File: src/rtl/capture_sequencer_pkg.sv
// Shared types and defaults for the capture-and-replay sequencer.
package capture_pkg;

  typedef enum logic [2:0] {
    IDLE        = 3'd0,
    CAPTURE     = 3'd1,
    FETCH       = 3'd2,
    LATCH       = 3'd3,
    SEND        = 3'd4,
    WAIT_FILTER = 3'd5
  } capture_state_t;

  localparam int SAMPLE_DATA_WIDTH_DEFAULT = 8;
  localparam int CAPTURE_LENGTH_DEFAULT    = 1000;
  localparam int SAMPLE_TIMEOUT_DEFAULT    = 100_000;

endpackage

File: src/rtl/capture_sequencer_if.sv
// Playback stream towards the filter: valid/ready with a last-sample marker.
interface capture_sequencer_if #(
  parameter int DW = 8
) ();
  logic          axiov;
  logic [DW-1:0] axiod;
  logic          axiol;
  logic          axior;

  modport master (output axiov, output axiod, output axiol, input axior);
  modport slave  (input axiov, input axiod, input axiol, output axior);
endinterface

File: src/rtl/capture_sequencer.sv
// Captures CAPTURE_LENGTH samples into an external buffer on trigger, then
// replays them to the filter and waits for its completion pulse.
module capture_sequencer
  import capture_pkg::*;
#(
  parameter int SAMPLE_DATA_WIDTH = SAMPLE_DATA_WIDTH_DEFAULT,
  parameter int CAPTURE_LENGTH    = CAPTURE_LENGTH_DEFAULT,
  parameter int ADDR_WIDTH        = $clog2(CAPTURE_LENGTH),
  parameter int SAMPLE_TIMEOUT    = SAMPLE_TIMEOUT_DEFAULT
) (
  input  logic                         clk,
  input  logic                         rst_n,
  input  logic                         trigger,
  input  logic                         axiiv,
  input  logic [SAMPLE_DATA_WIDTH-1:0] axiid,
  output logic                         buf_we,
  output logic [ADDR_WIDTH-1:0]        buf_waddr,
  output logic [SAMPLE_DATA_WIDTH-1:0] buf_wdata,
  output logic [ADDR_WIDTH-1:0]        buf_raddr,
  input  logic [SAMPLE_DATA_WIDTH-1:0] buf_rdata,
  capture_sequencer_if.master          play,
  input  logic                         filter_done,
  output logic                         busy,
  output logic                         done,
  output logic                         error
);

  localparam int                    TMO_WIDTH = $clog2(SAMPLE_TIMEOUT + 1);
  localparam logic [ADDR_WIDTH-1:0] LAST_ADDR = ADDR_WIDTH'(CAPTURE_LENGTH - 1);
  localparam logic [TMO_WIDTH-1:0]  TMO_LIMIT = TMO_WIDTH'(SAMPLE_TIMEOUT);

  capture_state_t                state_q, state_d;
  logic [ADDR_WIDTH-1:0]         wr_ptr_q, wr_ptr_d;
  logic [ADDR_WIDTH-1:0]         rd_ptr_q, rd_ptr_d;
  logic [TMO_WIDTH-1:0]          tmo_q, tmo_d;
  logic                          error_q, error_d;
  logic                          done_q, done_d;
  logic                          busy_q, busy_d;
  logic                          axiov_q, axiov_d;
  logic [SAMPLE_DATA_WIDTH-1:0]  axiod_q, axiod_d;
  logic                          axiol_q, axiol_d;

  logic                          sample_s;
  logic                          last_wr_s;
  logic                          timeout_s;
  logic                          hs_s;
  logic [TMO_WIDTH-1:0]          tmo_inc_s;

  assign sample_s  = (state_q == CAPTURE) && axiiv;
  assign last_wr_s = sample_s && (wr_ptr_q == LAST_ADDR);
  assign tmo_inc_s = (tmo_q == TMO_LIMIT) ? tmo_q : tmo_q + TMO_WIDTH'(1);
  assign timeout_s = (state_q == CAPTURE) && !axiiv && (tmo_inc_s >= TMO_LIMIT);
  assign hs_s      = (state_q == SEND) && axiov_q && play.axior;

  // State register
  always_ff @(posedge clk) begin
    if (!rst_n) begin
      state_q <= IDLE;
    end else begin
      state_q <= state_d;
    end
  end

  // Next-state decode
  always_comb begin
    state_d = state_q;
    case (state_q)
      IDLE: begin
        if (trigger) state_d = CAPTURE;
        else         state_d = IDLE;
      end
      CAPTURE: begin
        if (last_wr_s)      state_d = FETCH;
        else if (timeout_s) state_d = IDLE;
        else                state_d = CAPTURE;
      end
      FETCH: state_d = LATCH;
      LATCH: state_d = SEND;
      SEND: begin
        if (hs_s) state_d = axiol_q ? WAIT_FILTER : FETCH;
        else      state_d = SEND;
      end
      WAIT_FILTER: begin
        if (filter_done) state_d = IDLE;
        else             state_d = WAIT_FILTER;
      end
      default: state_d = IDLE;
    endcase
  end

  // Pointer, timeout and output-register next values
  always_comb begin
    wr_ptr_d = wr_ptr_q;
    rd_ptr_d = rd_ptr_q;
    tmo_d    = tmo_q;
    error_d  = error_q;
    axiod_d  = axiod_q;
    axiol_d  = axiol_q;
    case (state_q)
      IDLE: begin
        if (trigger) begin
          wr_ptr_d = '0;
          tmo_d    = '0;
          error_d  = 1'b0;
        end else begin
          wr_ptr_d = wr_ptr_q;
        end
      end
      CAPTURE: begin
        if (sample_s) begin
          wr_ptr_d = wr_ptr_q + ADDR_WIDTH'(1);
          tmo_d    = '0;
          if (last_wr_s) rd_ptr_d = '0;
          else           rd_ptr_d = rd_ptr_q;
        end else begin
          tmo_d = tmo_inc_s;
          if (timeout_s) error_d = 1'b1;
          else           error_d = error_q;
        end
      end
      LATCH: begin
        axiod_d = buf_rdata;
        axiol_d = (rd_ptr_q == LAST_ADDR);
      end
      SEND: begin
        // The last sample leaves rd_ptr untouched; it is reloaded on the next full capture.
        if (hs_s && !axiol_q) rd_ptr_d = rd_ptr_q + ADDR_WIDTH'(1);
        else                  rd_ptr_d = rd_ptr_q;
      end
      default: begin
        wr_ptr_d = wr_ptr_q;
      end
    endcase
    axiov_d = (state_d == SEND);
    busy_d  = (state_d != IDLE);
    done_d  = (state_q == WAIT_FILTER) && filter_done;
  end

  // Datapath and registered-output storage
  always_ff @(posedge clk) begin
    if (!rst_n) begin
      wr_ptr_q <= '0;
      rd_ptr_q <= '0;
      tmo_q    <= '0;
      error_q  <= 1'b0;
      done_q   <= 1'b0;
      busy_q   <= 1'b0;
      axiov_q  <= 1'b0;
      axiod_q  <= '0;
      axiol_q  <= 1'b0;
    end else begin
      wr_ptr_q <= wr_ptr_d;
      rd_ptr_q <= rd_ptr_d;
      tmo_q    <= tmo_d;
      error_q  <= error_d;
      done_q   <= done_d;
      busy_q   <= busy_d;
      axiov_q  <= axiov_d;
      axiod_q  <= axiod_d;
      axiol_q  <= axiol_d;
    end
  end

  // Buffer writes are zero-latency; address/data are forced to zero when idle.
  assign buf_we    = sample_s;
  assign buf_waddr = sample_s ? wr_ptr_q : '0;
  assign buf_wdata = sample_s ? axiid : '0;
  assign buf_raddr = (state_q == FETCH) ? rd_ptr_q : '0;

  assign play.axiov = axiov_q;
  assign play.axiod = axiod_q;
  assign play.axiol = axiol_q;
  assign busy       = busy_q;
  assign done       = done_q;
  assign error      = error_q;

endmodule

File: src/flat_wrapper.sv
// flat-port wrapper written by rule: the top's interface ports become plain ports
module capture_sequencer_flat import capture_pkg::*;
#(
  parameter int SAMPLE_DATA_WIDTH = SAMPLE_DATA_WIDTH_DEFAULT,
  parameter int CAPTURE_LENGTH    = CAPTURE_LENGTH_DEFAULT,
  parameter int ADDR_WIDTH        = $clog2(CAPTURE_LENGTH),
  parameter int SAMPLE_TIMEOUT    = SAMPLE_TIMEOUT_DEFAULT
)
  (clk, rst_n, trigger, axiiv, axiid, buf_we, buf_waddr, buf_wdata, buf_raddr, buf_rdata, filter_done, busy, done, error, play_axiov, play_axiod, play_axiol, play_axior);
  capture_sequencer_if #(.DW((8))) play_i ();
  input  logic clk;
  input  logic rst_n;
  input  logic trigger;
  input  logic axiiv;
  input  logic [SAMPLE_DATA_WIDTH-1:0] axiid;
  output logic buf_we;
  output logic [ADDR_WIDTH-1:0] buf_waddr;
  output logic [SAMPLE_DATA_WIDTH-1:0] buf_wdata;
  output logic [ADDR_WIDTH-1:0] buf_raddr;
  input  logic [SAMPLE_DATA_WIDTH-1:0] buf_rdata;
  input  logic filter_done;
  output logic busy;
  output logic done;
  output logic error;
  output wire logic [$bits(play_i.axiov)-1:0] play_axiov;
  output wire logic [$bits(play_i.axiod)-1:0] play_axiod;
  output wire logic [$bits(play_i.axiol)-1:0] play_axiol;
  input wire logic [$bits(play_i.axior)-1:0] play_axior;
  assign play_axiov = play_i.axiov;
  assign play_axiod = play_i.axiod;
  assign play_axiol = play_i.axiol;
  assign play_i.axior = play_axior;
  capture_sequencer #(.SAMPLE_DATA_WIDTH(SAMPLE_DATA_WIDTH), .CAPTURE_LENGTH(CAPTURE_LENGTH), .ADDR_WIDTH(ADDR_WIDTH), .SAMPLE_TIMEOUT(SAMPLE_TIMEOUT)) u_core (.clk(clk), .rst_n(rst_n), .trigger(trigger), .axiiv(axiiv), .axiid(axiid), .buf_we(buf_we), .buf_waddr(buf_waddr), .buf_wdata(buf_wdata), .buf_raddr(buf_raddr), .buf_rdata(buf_rdata), .play(play_i), .filter_done(filter_done), .busy(busy), .done(done), .error(error));
endmodule
File: config.mk
export PLATFORM = sky130hd
export DESIGN_NAME = capture_sequencer_flat
export DESIGN_NICKNAME = d
export VERILOG_FILES = /design/src/rtl/capture_sequencer_pkg.sv /design/src/rtl/capture_sequencer_if.sv /design/src/rtl/capture_sequencer.sv /design/src/flat_wrapper.sv
export SDC_FILE = /design/constraint.sdc
export NUM_CORES = 1
export LEC_CHECK = 0
export BUFFER_PORTS_ARGS = -buffer_cell sky130_fd_sc_hd__buf_2
export CAP_MARGIN = 20
export CORE_ASPECT_RATIO = 0.9
export CORE_UTILIZATION = 51
export CTS_BUF_LIST = sky130_fd_sc_hd__clkbuf_4 sky130_fd_sc_hd__clkbuf_8
export CTS_CLUSTER_DIAMETER = 150
export CTS_CLUSTER_SIZE = 8
export DETAILED_ROUTE_END_ITERATION = 8
export GPL_ROUTABILITY_DRIVEN = 0
export PLACE_DENSITY_LB_ADDON = 0.05
export SYNTH_ARGS = -nofsm -noshare
export SYNTH_HDL_FRONTEND = slang
export SYNTH_SLANG_ARGS = --single-unit
File: constraint.sdc
create_clock -name clk -period 2 [get_ports clk]
set_input_delay 0.3 -clock clk [delete_from_list [all_inputs] [get_ports clk]]
set_output_delay 0.3 -clock clk [all_outputs]
set_load 0.03 [all_outputs]
# Word level (Yosys, flattened, before mapping)
# Cells that the tools add are included.
[totals]
regBits = 53
elab_cells = 72
[op_classes]
add_sub_neg = 3
magnitude_cmp = 1
eq_ne = 15
n_mux = 25
reduce_logical = 18
[op_table]
columns = ["op", "n"]
rows = [
  ["$mux W10", 7],
  ["$mux W17", 3],
  ["$pmux W10 S2", 2],
  ["$pmux W17 S2", 1],
  ["$add A10 B1 Y10 const B", 2],
  ["$eq A10 B10 Y1 const B", 2],
  ["$pmux W3 S6", 1],
  ["$add A17 B1 Y17 const B", 1],
  ["$eq A17 B17 Y1 const B", 1],
  ["$ge A17 B17 Y1 const B", 1],
  ["$mux W3", 4],
  ["$eq A3 B3 Y1 const B", 3],
  ["$logic_and A1 B1 Y1", 8],
  ["$mux W8", 1],
  ["$reduce_and A4 Y1", 2],
  ["$eq A3 B2 Y1 const B", 2],
  ["$ne A2 B1 Y1 const B", 3],
  ["$ne A2 B2 Y1 const B", 3],
  ["$mux W1", 5],
  ["$reduce_bool A2 Y1", 2],
  ["$eq A3 B1 Y1 const B", 1],
  ["$logic_not A3 Y1", 1],
  ["$reduce_and A3 Y1", 1],
  ["$reduce_bool A3 Y1", 1],
  ["3 further kinds", 4],
]

# Longest topological paths before layout
[depth]
word_depth = 8
ltp_mapped = 9

# Worst setup path before layout
# Ideal clock, no wire load.
[synth_timing]
kind = "register to register"
from = "reg u_core.tmo_q[0]"
to = "reg u_core.axiov_q, in the netlist u_core.play.axiov"
arrival_time_ns = 2.052
t_required_ns = 1.941
path_slack_ns = -0.111
path_stages_with_launch = 9
n_path_buf = 0
synth_period_minus_slack_ns = 2.111
path_cell_list = "dfxtp_1 ha_1 nand4_1 nor3_4 nand2_1 o41ai_1 o221ai_2 a41oi_2 and2_1"
[synth_between]
elab_chain_cells = 8
word_cells_on_any_way = 9
cone_classes = "add/sub (1); order compare (1); eq/ne (2); mux (4); reduce/logical (1)"
[synth_lines]
columns = ["element", "line", "rtl"]
rows = [
  ["from (decl)", "capture_sequencer.sv:35", "logic [TMO_WIDTH-1:0] tmo_q, tmo_d;"],
  ["from (signal assigned)", "capture_sequencer.sv:154", "tmo_q <= tmo_d;"],
  ["$add A17 B1 Y17 / $eq A17 B17 Y1 (equally long branches)", "capture_sequencer.sv:51", "assign tmo_inc_s = (tmo_q == TMO_LIMIT) ? tmo_q : tmo_q + TMO_WIDTH'(1);"],
  ["$mux W17 *", "capture_sequencer.sv:51", ""],
  ["$ge A17 B17 Y1 *", "capture_sequencer.sv:52", "assign timeout_s = (state_q == CAPTURE) && !axiiv && (tmo_inc_s >= TMO_LIMIT);"],
  ["$logic_and A1 B1 Y1 *", "capture_sequencer.sv:52", ""],
  ["$mux W1 *", "capture_sequencer.sv:74", "else if (timeout_s) state_d = IDLE;"],
  ["$mux W3 *", "capture_sequencer.sv:73", "if (last_wr_s) state_d = FETCH;"],
  ["$pmux W3 S6 *", "capture_sequencer.sv:67", "case (state_q)"],
  ["$eq A3 B3 Y1 *", "capture_sequencer.sv:134", "axiov_d = (state_d == SEND);"],
  ["to (signal assigned)", "capture_sequencer.sv:158", "axiov_q <= axiov_d;"],
  ["to (decl)", "capture_sequencer.sv:39", "logic axiov_q, axiov_d;"],
]
# Every way passes the cells marked *; elsewhere a longest branch is shown, timed or not.
# A chain may end at the register's enable or synchronous reset.

# Worst setup path in the final report
[layout_timing]
from = "reg u_core.tmo_q[8]"
to = "reg u_core.tmo_q[1]"
[layout_between]
elab_chain_cells = 4
[layout_lines]
columns = ["element", "line", "rtl"]
rows = [
  ["$eq A17 B17 Y1", "capture_sequencer.sv:51", ""],
  ["$mux W17", "capture_sequencer.sv:51", ""],
  ["$mux W17", "capture_sequencer.sv:110", "if (sample_s) begin"],
  ["$pmux W17 S2", "capture_sequencer.sv:99", "case (state_q)"],
]
# No other way between the ends.

==> results.tsv <==
stage	metric	value	unit
global_route	largest net degree at the start of global routing	28	
cells_and_area	fraction of final layout cells sized beyond drive strength 1	32.13	%
routing	antenna-violating nets left	0	
global_route	via count of the first global-routing pass	2564	
sta	ratio of final minimum period to clock period	96.74	%
clock_tree	total number of clock tree sinks	53	
routing	total via count after detailed routing	3043	
clock_tree	Worst-path clk slew	0.10	ns
setup_path	required time reported for the critical path endpoint	2.19	ns
cells_and_area	final standard cell utilization of the core	69.48	%
sta	maximum achievable frequency	516.9	MHz
synthesis	post-synthesis cell count	375	
clock_tree	CTS tree	yes	
setup_path	Cell Chain, Critical Path	buf_4 > or4_1 > nor2_1 > nand4_1 > and2_4 > a22oi_1 > nor2_1	
die	overall die width	82.04	µm
place	half-perimeter wire length after placement	5.436	mm
sta	Fin Hold WS	0.2269	ns
status	status	finished, final reports clean	
setup_path	dominant delay contributor by cell family on the critical path	simple AND/OR/NAND/NOR gates	
routing	number of DRC violations after detailed routing	0	
power	power density cells	497.4	nW/µm²
place	setup slack after placement	-0.03268	ns
setup_path	Critical Path Start Type	flop	
sta	Final Max Slew Viols	0	
setup_path	Slowest Stage Delay on Critical Path	0.49	ns
global_route	wire length of the first global-routing pass	11.84	mm
cells_and_area	most common cell after layout, fill and taps aside	buf_2	
sta	setup-violating endpoint count in the final report	0	
sta	remaining max-slew budget at the tightest pin	70.93	%
die	vertical die dimension	74.04	µm
synthesis	number of nets in the synthesized netlist	401	
job	max-cap violations	0	
synthesis	fraction of the mapped netlist area in compound gates	14.68	%
sta	final setup TNS	0	ns
synthesis	main combinational cell family by area after synthesis	simple AND/OR/NAND/NOR gates	
synthesis	proportion of synthesized area in mux cells	1.404	%
synthesis	adder-cell share of the synthesized area	1.702	%
die	site row count	25	
global_route	overflow left after global routing	0	
setup_path	Worst Path Arrival	2.12	ns
cells_and_area	Layout Nets	495	
routing	routed via count divided by cell count	5.667	
clock_tree	root cell of the clock tree	clkbuf_8	
routing	final routed wire length divided by cell count	13.95	µm
routing	number of search-and-repair iterations in the first detailed-routing pass	5	
synthesis	number of synthesis warnings	0	
cells_and_area	filler cell count in the final layout	483	
power	peak supply drop	0.0004576	V
synthesis	sequential share of the synthesized area	36.09	%
setup_path	worst-path fanout max	5	
synthesis	top area cells in the synthesized netlist	dfxtp_1 (36%), nor2_1 (5.6%), nand3_1 (4.9%)	
synthesis	cell type with the highest aggregate area in the netlist	dfxtp_1	
setup_path	cell repeated most along the worst path	nor2_1	
clock_tree	Inserted Clock Buffers	5	
sta	minimum setup slack in the final design	0.06529	ns
synthesis	share of async-settable or async-resettable flops after synthesis	0	%
die	Die Area	6073	µm²
setup_path	worst-path cell with the longest stage delay	or4_1	
cells_and_area	count of antenna diodes in the layout	0	
synthesis	total standard cell area after synthesis	2940	µm²
power	static leakage	1.667	nW
setup_path	worst setup slack for register-to-register paths	0.07	ns
sta	Final Skew	0.01122	ns
sta	setup repair after global routing missed its margin	true	
synthesis	fraction of synthesized cell area in xor and xnor cells	5.064	%
setup_path	WP buf/inv	1	
synthesis	area share of the largest cell type after synthesis	36.09	%
sta	number of endpoints with negative hold slack in the final report	0	
routing	total routed wirelength	7.490	mm
sta	Tmin final	1.935	ns
setup_path	critical path capture point type	flop	
global_route	number of antenna violations at the first check in global routing	0	
setup_path	Worst Setup Path Type	reg -> reg	
synthesis	Top FF cell, synth	dfxtp_1	
synthesis	Simple-Gate Fraction of Synth Area	36.47	%
synthesis	number of distinct library cell variants in the gate-level netlist after synthesis	53	
synthesis	count of state elements after synthesis	53	
synthesis	mean instance size in the synthesized netlist	7.841	µm²
die	number of placed I/O pins	64	
place	I/O Buffers	63	
hold_path	class of the most critical hold timing path	in -> reg	
die	Core Box Area	5411	µm²
synthesis	number of enable flip-flop cells after synthesis	0	
global_route	GRT Util Overall	25.06	%
sta	slew of the pin with the lowest slew margin	0.4345	ns
routing	number of design-rule violations left by the first detailed-router iteration	230	
die	initial core utilization	54.34	%
clock_tree	buffer levels on the longest clock path	2	
clock_tree	# H-tree levels	2	
clock_tree	insertion delay to the later sink of the worst-skew pair	0.32	ns
cells_and_area	most used cells in the layout excluding fill and tap cells	buf_2 (63), buf_4 (47), nor2_1 (44), dfxtp_1 (44), nand2_1 (33)	
cells_and_area	Layout area overhead	27.87	%
==> state kept, by name, summed over array words and instances (netlist names) <==
signal / count
u_core.tmo_q: 17
u_core.rd_ptr_q: 10
u_core.wr_ptr_q: 10
u_core.play.axiod: 8
u_core.state_q: 3
u_core.busy: 1
u_core.done: 1
u_core.error: 1
u_core.play.axiol: 1
u_core.play.axiov: 1
==> worst paths after layout <==
path                                     startpoint                           endpoint  depth (start not counted)
setup reg to reg       u_core.tmo_q[8]$_SDFFE_PN0P_       u_core.tmo_q[1]$_SDFFE_PN0P_                          7
hold reg to reg   u_core.play.axiod[7]$_SDFFE_PN0N_  u_core.play.axiod[7]$_SDFFE_PN0N_                          2
hold / removal                         buf_rdata[0]  u_core.play.axiod[0]$_SDFFE_PN0N_                          3
setup / recovery       u_core.tmo_q[8]$_SDFFE_PN0P_       u_core.tmo_q[1]$_SDFFE_PN0P_                          7
==> layout make-up <==
cell class                      count  area [µm²]  area share (%)
Sequential cell                    53        1077           28.65
Inverter                           10       37.54          0.9983
Multi-Input combinational cell    288        1792           47.65
Clock inverter                      2       13.76          0.3661
Timing Repair Buffer              111       679.4           18.07
Clock buffer                        6       76.32           2.030
Tap cell                           67       83.83           2.230
==> cells in the mapped netlist, drive strengths merged (2+ instances only) <==
cell type / count
a211oi: 3
a21oi: 25
a22oi: 2
a311oi: 4
a31oi: 3
a41oi: 2
and2: 22
and3: 17
and4: 6
buf: 6
clkbuf: 18
dfxtp: 53
ha: 4
inv: 10
mux2i: 3
nand2: 34
nand3: 29
nand4: 14
nor2: 44
nor2b: 2
nor3: 10
nor4: 4
nor4bb: 2
o21a: 2
o21ai: 15
o22ai: 2
or3: 2
or4: 4
xnor2: 2
xor2: 15
==> power by group <==
group | internal (mW) | leakage, nW | switching (mW)
registers | 1.06 | 0.433 | 0.00585
clock network | 0.264 | 0.0490 | 0.359
logic | 0.0676 | 1.18 | 0.115
==> worst reg2reg max path: cells and delay by family, from the launching register on <==
family          cells  cell delay (ns)
compound gates      1             0.20
buf+inv             1             0.15
flops               1             0.37
simple gates        5             1.08
==> metrics by stage <==
| stage | power, mW | instance area, µm² | cells |
|---|---|---|---|
| after floorplan | 1.193 | 2962 | 375 |
| after global placement | 1.268 | 3585 | 524 |
| after detailed placement | 1.270 | 3585 | 524 |
| after CTS | 1.881 | 3699 | 535 |
| after global routing | 1.940 | 3760 | 537 |
| final | 1.870 | 3760 | 537 |
==> layer usage <==
metal  up-vias  wire length (µm)  global-route usage, %
li1       1528                 -                      -
met1      1407              3559                  33.83
met2        99              3394                  40.22
met3         9               450                  5.153
met4         0                85                  7.602
met5         -                 0                      0
==> repair_timing <==
item,CTS,global route
setup buffers,3,2
hold buffers,0,0
endpoints found under the setup margin,2,25
pin swaps,3,4
resized for setup,1,18
==> logic make-up (layout without fill, tap and decap cells) <==
kind of cell,after synthesis,count (layout)
adders and majority gates,4,4
muxes,4,4
buffers and inverters,34,129
xor gates and xnor gates,17,17
DFF,53,53
and+or+nand+nor,197,197
AOI/OAI and AO/OA,66,66
Note: power is estimated with default switching activity, not from simulation.
